### config.mk
export PLATFORM = sky130hd
export DESIGN_NAME = neuron_lut_loader
export DESIGN_NICKNAME = d
export VERILOG_FILES = /design/src/rtl/lut_pkg.sv /design/src/rtl/lut_dpram.sv /design/src/rtl/neuron_lut_loader.sv
export SDC_FILE = /design/constraint.sdc
export NUM_CORES = 1
export LEC_CHECK = 0
export CORE_MARGIN = 1
export CORE_UTILIZATION = 28
export DETAILED_ROUTE_END_ITERATION = 10
export PLACE_DENSITY_LB_ADDON = 0.12
export SYNTH_ARGS = -nofsm -noshare
export SYNTH_HDL_FRONTEND = slang
export SYNTH_SLANG_ARGS = --single-unit
### constraint.sdc
create_clock -name clk -period 2.7 [get_ports clk]
set_input_delay 0.54 -clock clk [delete_from_list [all_inputs] [get_ports clk]]
set_output_delay 0.54 -clock clk [all_outputs]
set_load 0.05 [all_outputs]
### src/rtl/lut_pkg.sv
// Shared constants and state encoding for the runtime-loadable neuron truth table.
package lut_pkg;

   localparam int IN_BITS          = 8;
   localparam int OUT_BITS         = 2;
   localparam int LD_BITS          = 8;
   localparam int ENTRIES          = 2 ** IN_BITS;
   localparam int ENTRIES_PER_BEAT = LD_BITS / OUT_BITS;
   localparam int BEATS            = ENTRIES / ENTRIES_PER_BEAT;

   typedef enum logic [1:0] {
      EMPTY   = 2'd0,
      LOADING = 2'd1,
      ARMED   = 2'd2
   } lut_state_t;

endpackage

### src/rtl/lut_dpram.sv
// Distributed truth-table RAM: one beat-wide synchronous write port and one
// entry-wide asynchronous read port. Contents are intentionally not reset.
module lut_dpram #(
   parameter int IN_BITS  = 8,
   parameter int OUT_BITS = 2,
   parameter int LD_BITS  = 8,
   parameter int BEAT_W   = 6
) (
   input  logic                clk,
   input  logic                we,
   input  logic [BEAT_W-1:0]   waddr,
   input  logic [LD_BITS-1:0]  wdata,
   input  logic [IN_BITS-1:0]  raddr,
   output logic [OUT_BITS-1:0] rdata
);

   localparam int EPB   = LD_BITS / OUT_BITS;
   localparam int BEATS = 2 ** BEAT_W;
   localparam int SEL_W = $clog2(EPB);

   // One word per load beat, so a beat lands in a single write.
   (* ram_style = "distributed" *) logic [LD_BITS-1:0] mem [BEATS];

   logic [LD_BITS-1:0] word;

   always_ff @(posedge clk) begin
      if (we) begin
         mem[waddr] <= wdata;
      end
   end

   always_comb begin
      word  = mem[raddr[IN_BITS-1:SEL_W]];
      rdata = '0;
      for (int j = 0; j < EPB; j++) begin
         if (raddr[SEL_W-1:0] == SEL_W'(j)) begin
            rdata = word[j*OUT_BITS +: OUT_BITS];
         end
      end
   end

endmodule

### src/rtl/neuron_lut_loader.sv
// Runtime-programmable neuron truth table: streaming beat loader followed by a
// registered one-lookup-per-cycle inference port.
module neuron_lut_loader
   import lut_pkg::*;
#(
   parameter int IN_BITS  = lut_pkg::IN_BITS,
   parameter int OUT_BITS = lut_pkg::OUT_BITS,
   parameter int LD_BITS  = lut_pkg::LD_BITS
) (
   input  logic                clk,
   input  logic                rst_n,
   input  logic                ld_start,
   input  logic                ld_valid,
   input  logic [LD_BITS-1:0]  ld_data,
   output logic                ld_ready,
   output logic                ld_done,
   input  logic                in_valid,
   input  logic [IN_BITS-1:0]  in_data,
   output logic                in_ready,
   output logic                out_valid,
   output logic [OUT_BITS-1:0] out_data,
   output logic                programmed,
   output lut_state_t          dbg_state
);

   localparam int EPB    = LD_BITS / OUT_BITS;
   localparam int NBEATS = (2 ** IN_BITS) / EPB;
   localparam int BEAT_W = $clog2(NBEATS);

   // Handshake: a load beat transfers on a rising edge where ld_valid && ld_ready;
   // a lookup transfers where in_valid && in_ready. Both readies are registered.
   lut_state_t          state_q, state_d;
   logic [BEAT_W-1:0]   cnt_q, cnt_d;
   logic                ld_ready_q, in_ready_q, programmed_q, ld_done_q;
   logic                done_d;
   logic                out_valid_q;
   logic [OUT_BITS-1:0] out_data_q;
   logic                we;
   logic                beat_acc;
   logic                look_acc;
   logic [OUT_BITS-1:0] rdata;

   assign beat_acc = ld_valid && ld_ready_q;
   assign look_acc = in_valid && in_ready_q;

   always_comb begin
      state_d = state_q;
      cnt_d   = cnt_q;
      we      = 1'b0;
      done_d  = 1'b0;
      case (state_q)
         EMPTY: begin
            if (ld_start) begin
               state_d = LOADING;
               cnt_d   = '0;
            end
         end
         LOADING: begin
            // A restart outranks a beat presented in the same cycle.
            if (ld_start) begin
               cnt_d = '0;
            end else if (beat_acc) begin
               we    = 1'b1;
               cnt_d = cnt_q + 1'b1;
               if (cnt_q == BEAT_W'(NBEATS - 1)) begin
                  state_d = ARMED;
                  done_d  = 1'b1;
               end
            end
         end
         ARMED: begin
            if (ld_start) begin
               state_d = LOADING;
               cnt_d   = '0;
            end
         end
         default: begin
            state_d = EMPTY;
            cnt_d   = '0;
         end
      endcase
   end

   always_ff @(posedge clk or negedge rst_n) begin
      if (!rst_n) begin
         state_q      <= EMPTY;
         cnt_q        <= '0;
         ld_ready_q   <= 1'b0;
         in_ready_q   <= 1'b0;
         programmed_q <= 1'b0;
         ld_done_q    <= 1'b0;
      end else begin
         state_q      <= state_d;
         cnt_q        <= cnt_d;
         ld_ready_q   <= (state_d == LOADING);
         in_ready_q   <= (state_d == ARMED);
         programmed_q <= (state_d == ARMED);
         ld_done_q    <= done_d;
      end
   end

   // Result register; out_data keeps its last value between lookups.
   always_ff @(posedge clk or negedge rst_n) begin
      if (!rst_n) begin
         out_valid_q <= 1'b0;
         out_data_q  <= '0;
      end else begin
         out_valid_q <= look_acc;
         if (look_acc) begin
            out_data_q <= rdata;
         end
      end
   end

   lut_dpram #(
      .IN_BITS  (IN_BITS),
      .OUT_BITS (OUT_BITS),
      .LD_BITS  (LD_BITS),
      .BEAT_W   (BEAT_W)
   ) u_ram (
      .clk   (clk),
      .we    (we),
      .waddr (cnt_q),
      .wdata (ld_data),
      .raddr (in_data),
      .rdata (rdata)
   );

   assign ld_ready   = ld_ready_q;
   assign in_ready   = in_ready_q;
   assign programmed = programmed_q;
   assign ld_done    = ld_done_q;
   assign out_valid  = out_valid_q;
   assign out_data   = out_data_q;
   assign dbg_state  = state_q;

endmodule
# --- Word level (Yosys, flattened, before mapping) ---
# Memory sizes are Yosys's and may differ from the RTL's.
# Cells that the tools add are included.
totals:
  inputBits: 21
  memories: 1
  register_bits: 14
  wordCells: 47
  ramBits: 512
memory_table:
  columns: ["name", "depth", "word_bits", "rd", "rd_ports_with_merged_regs", "wr", "line", "source"]
  rows:
  - ["u_ram.mem", 64, 8, 1, 0, 1, "lut_dpram.sv:22", "(* ram_style = \"distributed\" *) logic [LD_BITS-1:0] mem [BEATS];"]
classes:
  n_eq_ne: 10
  mux: 22
  reduce_logical: 6
  n_addsub: 1
ops:
  columns: ["operator", "count"]
  rows:
  - ["2-to-1 mux 6 bit", 3]
  - ["2-to-1 mux 2 bit", 8]
  - ["case mux 6 bit (2 select lines)", 1]
  - ["2-to-1 mux 1 bit", 9]
  - ["== test 2 bit, second input constant", 4]
  - ["adder 6 x 1 -> 6 bit, second input constant", 1]
  - ["== test 2 x 1 -> 1 bit, second input constant", 3]
  - ["== test 6 bit, second input constant", 1]
  - ["logical NOT 2 bit", 2]
  - ["case mux 2 bit (2 select lines)", 1]
  - ["inequality test 3 bit, second input constant", 1]
  - ["logical AND 1 bit", 2]
  - ["inequality test 2 x 1 -> 1 bit, second input constant", 1]
  - ["AND reduction 2 bit", 1]
  - ["OR reduction 2 bit", 1]

# --- Depth between registers and ports, before layout ---
logic_depth:
  word_depth: 6
  ltp_mapped: 11
  mapped_depth_nobuf: 7

# --- Modules after synthesis ---
# A second synthesis with hierarchy kept.
hier_totals:
  cells_unflattened: 1027
  hier_area_um2: 20806.2
by_module_without_submodules:
  columns: ["module", "area_per_inst_um2", "n_inst", "cells_each"]
  rows:
  - ["lut_dpram", 20068.0, 1, 959]
  - ["neuron_lut_loader", 738.2, 1, 68]

# --- Worst setup path before layout ---
# OpenSTA, ideal clock, no wires.
synth_path:
  kind: "reg2reg"
  startpoint: "register state_q[0], in the netlist dbg_state[0]"
  endpoint: "memory u_ram.mem[14][0] (enable)"
  synth_period_minus_slack_ps: 2498
  setup_slack_ps: 202
  stages_incl_launch_ff: 6
  arrival_ps: 2128
  path_cell_list: "dfrtp_1 inv_1 or3_1 nor3_1 nand3_1 nor2_1"
synth_between:
  elab_chain_len: 4
synth_lines:
  columns: ["item", "line", "source"]
  rows:
  - ["start, declared", "neuron_lut_loader.sv:32", "lut_state_t state_q, state_d;"]
  - ["start signal, assigned", "neuron_lut_loader.sv:93", "state_q <= state_d;"]
  - ["== test 2 x 1 -> 1 bit", "neuron_lut_loader.sv:51", "case (state_q)"]
  - ["2-to-1 mux 1 bit", "neuron_lut_loader.sv:51", null]
  - ["2-to-1 mux 1 bit", "lut_dpram.sv:27", "if (we) begin"]
  - ["2-to-1 mux 1 bit (implied by the code)", "lut_dpram.sv:28", "mem[waddr] <= wdata;"]
  - ["end, declared", "lut_dpram.sv:22", null]
# No other way between the ends.

# --- Worst setup path after layout ---
layout_path:
  startpoint: "register state_q[1], in the netlist dbg_state[1]"
  endpoint: "output port dbg_state[1]"
layout_rtl:
  columns: ["item", "line", "source"]
  rows:
  - ["end, declared", "neuron_lut_loader.sv:23", "output lut_state_t dbg_state"]
# No word-level cell between the ends.

==> impl_metrics.toml <==
[setup_path]
startpoint_type = "register"
cpPeakStageDelay_ns = 0.83
worstReg2RegStart = "dbg_state[0]"
crit_required_ns = 2.16
path_max_fanout = 11
r2r_end = "u_ram.mem[27][4]"
critPathBufInv = 2
crit_family = "buffers and inverters"
path_cells = "buf_4 > clkdlybuf4s50_1"
r2r_cells = 7
end_kind = "primary output"
crit_slowest_cell = "clkdlybuf4s50_1"
crit_type = "register to primary output"
crit_arrival_ns = 1.96
rrSetupSlack_ns = 0.32

[power]
pwr-share-seq = 0.497
combPwrFrac = 0.058
leakage_nw = 8.596
power_frac_clock = 0.445
p_int_mw = 14.24
p_per_area_nw_per_um2 = 698.9
peakVddDrop_uv = 420.9
switchingPower_mw = 3.821
switching_share = 0.2115

[logic_synthesis]
ys_types = 53
ys.flop_type = "edfxtp_1"
ys_warn_count = 0
avgSynthCellArea_sq_um = 19.63
ys_ff_latch = 526
async_flop_share = 0.02662
synthesis.nets = 1081
ys_seq_area_frac = 0.7564
synthCells = 1059
synth_edf_count = 512
synth_area_sq_um = 20790

[timing]
fin_skew_ns = 0.01701
slew_viol_final = 0
max_slew_margin = 0.5194
rsz0062_at_grt = "false"
fin_crit_sh = 0.9253
worst_pin_slew_ns = 0.7209
finalSetupViolCount = 0
min_period_ns = 2.498
fmax_mhz = 400.3
hold_viol = 0
final.setup.tns_ns = 0
holdWs_ns = 0.2658

[clocking]
clockBufferDepth = 3
cts_buffers = 58
hold_buffers = 0
clock_latency_ns = 0.61
cts_tree = "built"
cts.clk_slew.worst_paths_ns = 0.06
cts_max_level = 2
cts_setup_buffers = 0
cts_resized = 0
cts_num_sinks = 526
cts_root_buf = "clkbuf_16"

[die]
die_area_sq_um = 75340
ios = 30
start_util = 0.2840
core_sq_um = 73210
die_w_um = 274.5
rows = 99
die_h_um = 274.5

[global_routing]
grt_pass1_wl_mm = 87.31
grt_pass1_vias = 11625
grt_usage = 0.1643
grt_max_degree = 65
antenna_found_initial = 5
grt-ovfl-total = 0

[final_layout]
utilization = 0.3530
drive_above_1_share = 0.3252
antenna_cells = 0
layout_common_cells = "edfxtp_1 (512), buf_4 (199), mux4_2 (115)"
final_net_count = 1335
syn2layout_area_growth_pct = 24.32
final_common_cell = "edfxtp_1"
layoutNonFillerInstCount = 2318

[place]
hpwlAfterDp_mm = 41.27
dp_cells = 2212
portBuffers = 29
place.gp.congestion = 0.8340

[route]
drt-vias-per-instance = 4.801
ant_nets = 0
drt_pass1_iterations = 9
post_drt_wl_per_cell_um = 26.11
drt_iter0_drc = 781
wirelength_mm = 60.52
vias = 11129
drc = 2

[job]
drv_cap = 0

[min_path]
hold_path_class = "input pin to async pin"

[outcome]
status = "complete, but fails checks"
violations = "design-rule violations"
[registers in the layout, indices dropped and copies added, names as in the netlist]
signal and cells:
cnt_q 6, dbg_state 2, ld_done 1, u_ram.mem 512, out_valid 1, programmed 1
out_data 2, ld_ready 1
[synth_stat cells (5+ instances only)]
cell / n / area (sq um)
nor2_1: 98 / 367.9
nor3_1: 5 / 25.02
buf_4: 16 / 120.1
buf_2: 13 / 65.06
a22oi_1: 11 / 82.58
or3_1: 7 / 43.79
o221ai_1: 10 / 87.58
o22ai_1: 5 / 31.28
a31oi_1: 7 / 43.79
o21ai_0: 5 / 25.02
dfrtp_1: 14 / 350.3
nor2b_1: 7 / 43.79
o211ai_1: 7 / 52.55
edfxtp_1: 512 / 15370
mux2i_1: 48 / 480.5
nand4_1: 8 / 50.05
nand2_1: 39 / 146.4
nand3_1: 22 / 110.1
inv_1: 5 / 18.77
mux2_2: 5 / 56.30
clkbuf_1: 24 / 90.09
a21oi_1: 24 / 120.1
mux4_2: 115 / 2590
[metrics by stage]
step / instance area, sq um / setup WS (ns) / power [mW]
floorplan: 20790 / 0.2018 / 9.613
detailed placement: 23930 / -0.1281 / 10.22
global placement: 23930 / -0.1189 / 10.22
finish: 25840 / 0.2018 / 18.06
CTS: 25840 / 0.1423 / 18.30
global route: 25840 / 0.1220 / 18.63
[cell families (layout without fill, tap and decap cells)]
logic type / count (synthesis) / after routing / synth area share
AO/OA/AOI/OAI: 94 / 94 / 0.03172
multiplexers: 168 / 168 / 0.1504
adder cells (fa/ha/maj): 1 / 1 / 0.0006018
AND/OR/NAND/NOR: 203 / 203 / 0.04364
flip-flops: 526 / 526 / 0.7564
buffers and inverters: 67 / 367 / 0.01721
[power by group through the flow]
stage | Sequential, mW | Combinational [mW] | Clock [mW]
CTS | 8.98 | 1.07 | 8.25
floorplan | 9.16 | 0.453 | 0
global placement | 9.15 | 1.06 | 0
detailed placement | 9.15 | 1.07 | 0
global route | 8.98 | 1.12 | 8.53
finish | 8.98 | 1.05 | 8.03
[final cells by class]
class	count	area (sq um)
clock buffer	72	1525
clock inverter	34	385.4
tap	959	1200
timing repair buffer	255	2280
inverter	6	22.52
sequential	526	15730
multi-input combinational	466	4706
fill	6867	47360
[worst reg2reg max path, cell delays in order (launching register included)]
cell and delay, ns:
dfrtp_1 0.47, inv_1 0.08, or3_1 0.36, nor2_1 0.35
nand2_1 0.19, buf_4 0.20, nor2_1 0.23, buf_4 0.22
[worst max path at each step]
stage / start / endpoint / cells past startpoint / slack (ns)
after floorplan: dbg_state[0] / u_ram.mem[14][0] / 5 / 0.20
after global placement: ld_start / u_ram.mem[30][2] / 8 / -0.12
after detailed placement: ld_start / u_ram.mem[14][4] / 8 / -0.13
after CTS: dbg_state[1] / dbg_state[1] / 2 / 0.14
after global routing: dbg_state[0] / u_ram.mem[27][7] / 7 / 0.12
final: dbg_state[1] / dbg_state[1] / 2 / 0.20
[metal layers]
metal	vias to the layer above	wire (um)	global-route usage	share of wire
met4	0	1319	0.04357	0.022
met5	-	0	0	0
li1	4870	-	-	-
met3	82	2286	0.02601	0.038
met1	5938	29850	0.2450	0.49
met2	239	27070	0.2473	0.45
Note: power is estimated with default switching activity, not from simulation.
